--- src/rtl/hook_motion.sv ---
// hook_motion: per-tick hook position / line-cut state machine feeding the hook renderer
module hook_motion #(
  parameter logic [13:0] TOP_V         = 14'd620,
  parameter logic [13:0] BOTTOM_V      = 14'd4700,
  parameter logic [13:0] HOOK_X        = 14'd2790,
  parameter logic [13:0] DROP_STEP     = 14'd20,
  parameter logic [13:0] REEL_STEP     = 14'd30,
  parameter logic [13:0] SINK_STEP     = 14'd10,
  parameter logic [13:0] DRIFT_STEP    = 14'd5,
  parameter int          RESPAWN_TICKS = 60
) (
  input  logic        clk,
  input  logic        rst,
  input  logic        tick,
  input  logic        start,
  input  logic        reel,
  input  logic        cut_req,
  output logic [13:0] h_position,
  output logic [13:0] v_position,
  output logic        cut,
  output logic [9:0]  cut_v,
  output logic [2:0]  state,
  output logic        done,
  output logic        lost
);
  typedef enum logic [2:0] {IDLE = 3'd0, DROP = 3'd1, REEL = 3'd2, CUT = 3'd3, RESPAWN = 3'd4} state_t;
  localparam logic [13:0] H_MAX = 14'd6390;
  localparam int CW = $clog2(RESPAWN_TICKS);
  localparam logic [9:0] REST_ROW = 10'(TOP_V / 14'd10);
  state_t st;
  logic [CW-1:0] cnt;
  logic [13:0] v_drop, v_reel, v_sink, h_drift;
  logic [9:0] row;
  // clamps are resolved before writeback so positions never wrap
  always_comb begin
    v_drop  = (v_position >= BOTTOM_V - DROP_STEP) ? BOTTOM_V : v_position + DROP_STEP;
    v_reel  = (v_position - TOP_V >= REEL_STEP) ? v_position - REEL_STEP : TOP_V;
    v_sink  = (v_position >= BOTTOM_V - SINK_STEP) ? BOTTOM_V : v_position + SINK_STEP;
    h_drift = (h_position >= H_MAX - DRIFT_STEP) ? H_MAX : h_position + DRIFT_STEP;
    row     = 10'(v_position / 14'd10);
  end
  assign state = st;
  always_ff @(posedge clk or posedge rst) begin
    if (rst) begin
      st         <= IDLE;
      h_position <= HOOK_X;
      v_position <= TOP_V;
      cut        <= 1'b0;
      cut_v      <= REST_ROW;
      done       <= 1'b0;
      lost       <= 1'b0;
      cnt        <= '0;
    end else begin
      done <= 1'b0;
      lost <= 1'b0;
      case (st)
        IDLE: if (start) st <= DROP;
        DROP: begin
          if (cut_req) begin
            st    <= CUT;
            cut   <= 1'b1;
            cut_v <= row;
          end else if (reel) st <= REEL;
          else if (tick) v_position <= v_drop;
        end
        REEL: begin
          if (cut_req) begin
            st    <= CUT;
            cut   <= 1'b1;
            cut_v <= row;
          end else if (tick) begin
            v_position <= v_reel;
            if (v_reel == TOP_V) begin
              st   <= IDLE;
              done <= 1'b1;
            end
          end
        end
        CUT: if (tick) begin
          v_position <= v_sink;
          h_position <= h_drift;
          if (v_sink == BOTTOM_V) begin
            st  <= RESPAWN;
            cnt <= '0;
          end
        end
        RESPAWN: if (tick) begin
          if (cnt == CW'(RESPAWN_TICKS - 1)) begin
            st         <= IDLE;
            cut        <= 1'b0;
            h_position <= HOOK_X;
            v_position <= TOP_V;
            cut_v      <= REST_ROW;
            lost       <= 1'b1;
          end else cnt <= cnt + CW'(1);
        end
        default: st <= IDLE;
      endcase
    end
  end
endmodule

--- config.mk ---
export PLATFORM = sky130hd
export DESIGN_NAME = hook_motion
export DESIGN_NICKNAME = d
export VERILOG_FILES = /design/src/rtl/hook_motion.sv
export SDC_FILE = /design/constraint.sdc
export NUM_CORES = 1
export LEC_CHECK = 0
export ABC_AREA = 0
export BUFFER_PORTS_ARGS = -buffer_cell sky130_fd_sc_hd__buf_2
export CORE_UTILIZATION = 60
export CTS_CLUSTER_SIZE = 25
export DETAILED_ROUTE_END_ITERATION = 8
export HOLD_SLACK_MARGIN = 0.02
export PLACE_DENSITY = 0.87
export SYNTH_ARGS = -nofsm -noshare
export SYNTH_HDL_FRONTEND = slang
export SYNTH_SLANG_ARGS = --single-unit
export TNS_END_PERCENT = 10
--- constraint.sdc ---
create_clock -name clk -period 17.2 [get_ports clk]
set_input_delay 0.86 -clock clk [delete_from_list [all_inputs] [get_ports clk]]
set_output_delay 0.86 -clock clk [all_outputs]
set_load 0.02 [all_outputs]
==> load_flow_metrics.sql <==
INSERT INTO impl_metrics (metric_group, metric, value, unit) VALUES
('grt', 'grt.total_usage', '0.331', ''),
('yosys', 'synth-warning-count', '0', ''),
('placed_design', 'globalplace.congestion', '0.951', ''),
('detailed_routing', 'drt_drc_violations_left', '0', ''),
('clocking', 'insertion_delay', '0.35', 'ns'),
('floorplanning', 'dieArea', '11400', 'sq um'),
('yosys', 'synth.most_common_cell', 'nand2_1', ''),
('finish', 'num_antenna_cells', '0', ''),
('placed_design', 'hpwl', '13600', 'um'),
('clocking', 'postCtsSetupBuffers', '0', ''),
('floorplanning', 'boundaryPins', '50', ''),
('detailed_routing', 'drtIter0Drc', '707', ''),
('setup_path', 'worst_path_largest_cell_delay', '0.74', 'ns'),
('finish', 'multi_input_area', '4990', 'sq um'),
('clocking', 'tritoncts', 'yes', ''),
('setup_path', 'critical_path.slowest_cell', 'xnor2_1', ''),
('floorplanning', 'core_area', '10500', 'sq um'),
('detailed_routing', 'dr_vias_cell', '7.01', ''),
('finish', 'post_route_cells_drive_above_1_share', '0.154', ''),
('yosys', 'synthFlopType', 'dfrtp_1', ''),
('grt', 'grt_pass1_vias', '6472', ''),
('yosys', 'distinct_cell_type_count_after_synthesis', '111', ''),
('clocking', 'clock_pin_transition_on_the_worst_setup_and_hold_timing_paths', '0.13', 'ns'),
('setup_path', 'r2r_slack', '7.60', 'ns'),
('yosys', 'synth_top_cells_by_count', '98 x nand2_1, 75 x nor2_1, 75 x o21ai_0, 51 x a21oi_1, 41 x nand3_1', ''),
('detailed_routing', 'via_count', '7260', ''),
('clocking', 'cts_hold_buf', '0', ''),
('clocking', 'cts_htree_levels', '2', ''),
('placed_design', 'placement.io_buffers', '49', ''),
('floorplanning', 'die_x', '107', 'um'),
('finish', 'layout_overhead_on_the_synthesized_area', '4.07', '%'),
('yosys', 'synth-edff-count', '0', ''),
('clocking', 'max-clock-path-buffers', '2', ''),
('run_status', 'run_status', 'complete, no violations', ''),
('floorplanning', 'die_h', '107', 'um'),
('detailed_routing', 'drtAntennaViolNets', '0', ''),
('sta', 'maxSlewHeadroom', '0.186', ''),
('setup_path', 'reg2reg_depth', '29', ''),
('setup_path', 'worstReg2RegEnd', 'cut_v[0]', ''),
('detailed_routing', 'drt-pass1-iter-count', '5', ''),
('sta', 'post-route-min-period', '9.60', 'ns'),
('setup_path', 'crit_path_end_kind', 'register', ''),
('sta', 'max_freq', '104', 'MHz'),
('yosys', 'postSynthNetCount', '918', ''),
('setup_path', 'crit_path_frequent_cell', 'o211ai_1', ''),
('floorplanning', 'initial_util', '0.629', ''),
('setup_path', 'setup.worst_path.start', 'v_position[2]', ''),
('clocking', 'cts_buffers', '5', ''),
('detailed_routing', 'routed_wl', '19000', 'um'),
('clocking', 'clock-root-buffer', 'clkbuf_8', ''),
('setup_path', 'worst-setup-path-type', 'reg -> reg', ''),
('yosys', 'syn-cell-area', '6610', 'sq um'),
('floorplanning', 'placement_rows', '37', ''),
('grt', 'largest_net_degree_at_the_start_of_global_routing', '51', ''),
('yosys', 'synth-async-reset-ratio', '1.00', ''),
('finish', 'fill_cells', '919', ''),
('sta', 'finalSetupTns', '0', 'ns'),
('sta', 'period_share', '0.558', ''),
('sta', 'worst_margin_pin_slew', '1.22', 'ns'),
('clocking', 'postCtsResizedCells', '0', ''),
('setup_path', 'worstSetupStartpointType', 'register', ''),
('sta', 'timing_hold_violations_final', '0', ''),
('setup_path', 'critical_path.endpoint', 'cut_v[0]', ''),
('yosys', 'avgSynthCellArea', '7.35', 'sq um'),
('yosys', 'synth_seq_cells', '50', ''),
('sta', 'slew_violations', '0', ''),
('sta', 'final.setup_skew', '0.0183', 'ns'),
('grt', 'grt_antenna_before_repair', '0', ''),
('sta', 'rsz0062_at_grt', 'no', ''),
('detailed_routing', 'routed_wire_length_per_instance', '18.4', 'um'),
('yosys', 'netlist_instances', '899', '');
how the worst min path moves through the flow:
stage                   startpoint  slack (ns)  cells past startpoint              to
floorplan                   cnt[0]        0.49                      1          cnt[0]
global placement    h_position[13]        0.51                      1  h_position[13]
detailed placement  h_position[12]        0.52                      2  h_position[12]
CTS                         cnt[0]        0.54                      1          cnt[0]
global route                cnt[0]        0.55                      1          cnt[0]
finish                      cnt[0]        0.54                      1          cnt[0]
layout by cell type (no fill, tap or decap), types with 6 or more instances in the layout:
master / netlist / final
a211o_1: 7 / 7
a211oi_1: 9 / 9
a21o_1: 10 / 10
a21oi_1: 51 / 51
a22oi_1: 8 / 8
a31oi_1: 19 / 19
and2_1: 10 / 10
and3_1: 19 / 19
and4_1: 6 / 6
buf_2: 9 / 49
dfrtp_1: 33 / 33
dfstp_2: 17 / 17
ha_1: 13 / 13
inv_1: 18 / 17
nand2_1: 98 / 98
nand2b_1: 11 / 11
nand3_1: 41 / 41
nand4_1: 21 / 21
nor2_1: 75 / 75
nor2b_1: 7 / 7
nor3_1: 27 / 27
nor4_1: 7 / 7
o211ai_1: 16 / 16
o21a_1: 7 / 7
o21ai_0: 75 / 75
o21ai_1: 12 / 12
o22ai_1: 13 / 13
or3_1: 8 / 8
or4_1: 8 / 8
xnor2_1: 34 / 34
xor2_1: 16 / 16
state kept, by name, summed over array words and instances, names as in the netlist:
signal	flops
cnt	6
cut	1
cut_v	10
done	1
h_position	14
lost	1
state	3
v_position	14
final cells by class:
cell class | count | area share
multi-input combinational | 769 | 0.726
timing repair buffer | 52 | 0.0389
sequential | 50 | 0.185
clock buffer | 5 | 0.0100
clock inverter | 3 | 0.00418
inverter | 20 | 0.0109
tap | 136 | 0.0247
cell families after synthesis:
logic type | Yosys count | share of synthesized area
AOI/OAI and AO/OA | 316 | 0.339
xor gates and xnor gates | 55 | 0.0786
adders and majority gates | 14 | 0.0261
buffers and inverters | 80 | 0.0517
DFF | 50 | 0.193
muxes | 7 | 0.0114
and+or+nand+nor | 377 | 0.300
through the flow:
stage               utilization  hold slack [ns]  area, sq um  setup WS (ns)
CTS                       0.654            0.541         6880           7.75
detailed placement        0.645            0.521         6780           7.79
global route              0.654            0.551         6880           6.74
global placement          0.645            0.509         6780           8.03
floorplan                     -            0.486         6610           9.38
finish                    0.654            0.538         6880           7.60
metal layers:
layer / vias to the layer above / share of wire / wire length [um] / track usage
met5: - / 0 / 0 / 0
met4: 0 / 0.025 / 471 / 0.126
met3: 62 / 0.084 / 1600 / 0.0480
met2: 399 / 0.47 / 9010 / 0.555
met1: 3383 / 0.42 / 7970 / 0.428
li1: 3416 / - / - / -
worst max-delay path: cells and delay by family, from the launching register on:
family | cells | cell delay (ns)
compound gates | 18 | 4.85
simple gates | 7 | 2.21
xor+xnor | 2 | 1.23
flops | 1 | 0.67
fa+ha+maj | 1 | 0.31
buf+inv | 1 | 0.20
Power is left out: the tool's default activity adds up to more than one toggle a clock period on the data nets, which glitch-free logic cannot reach.
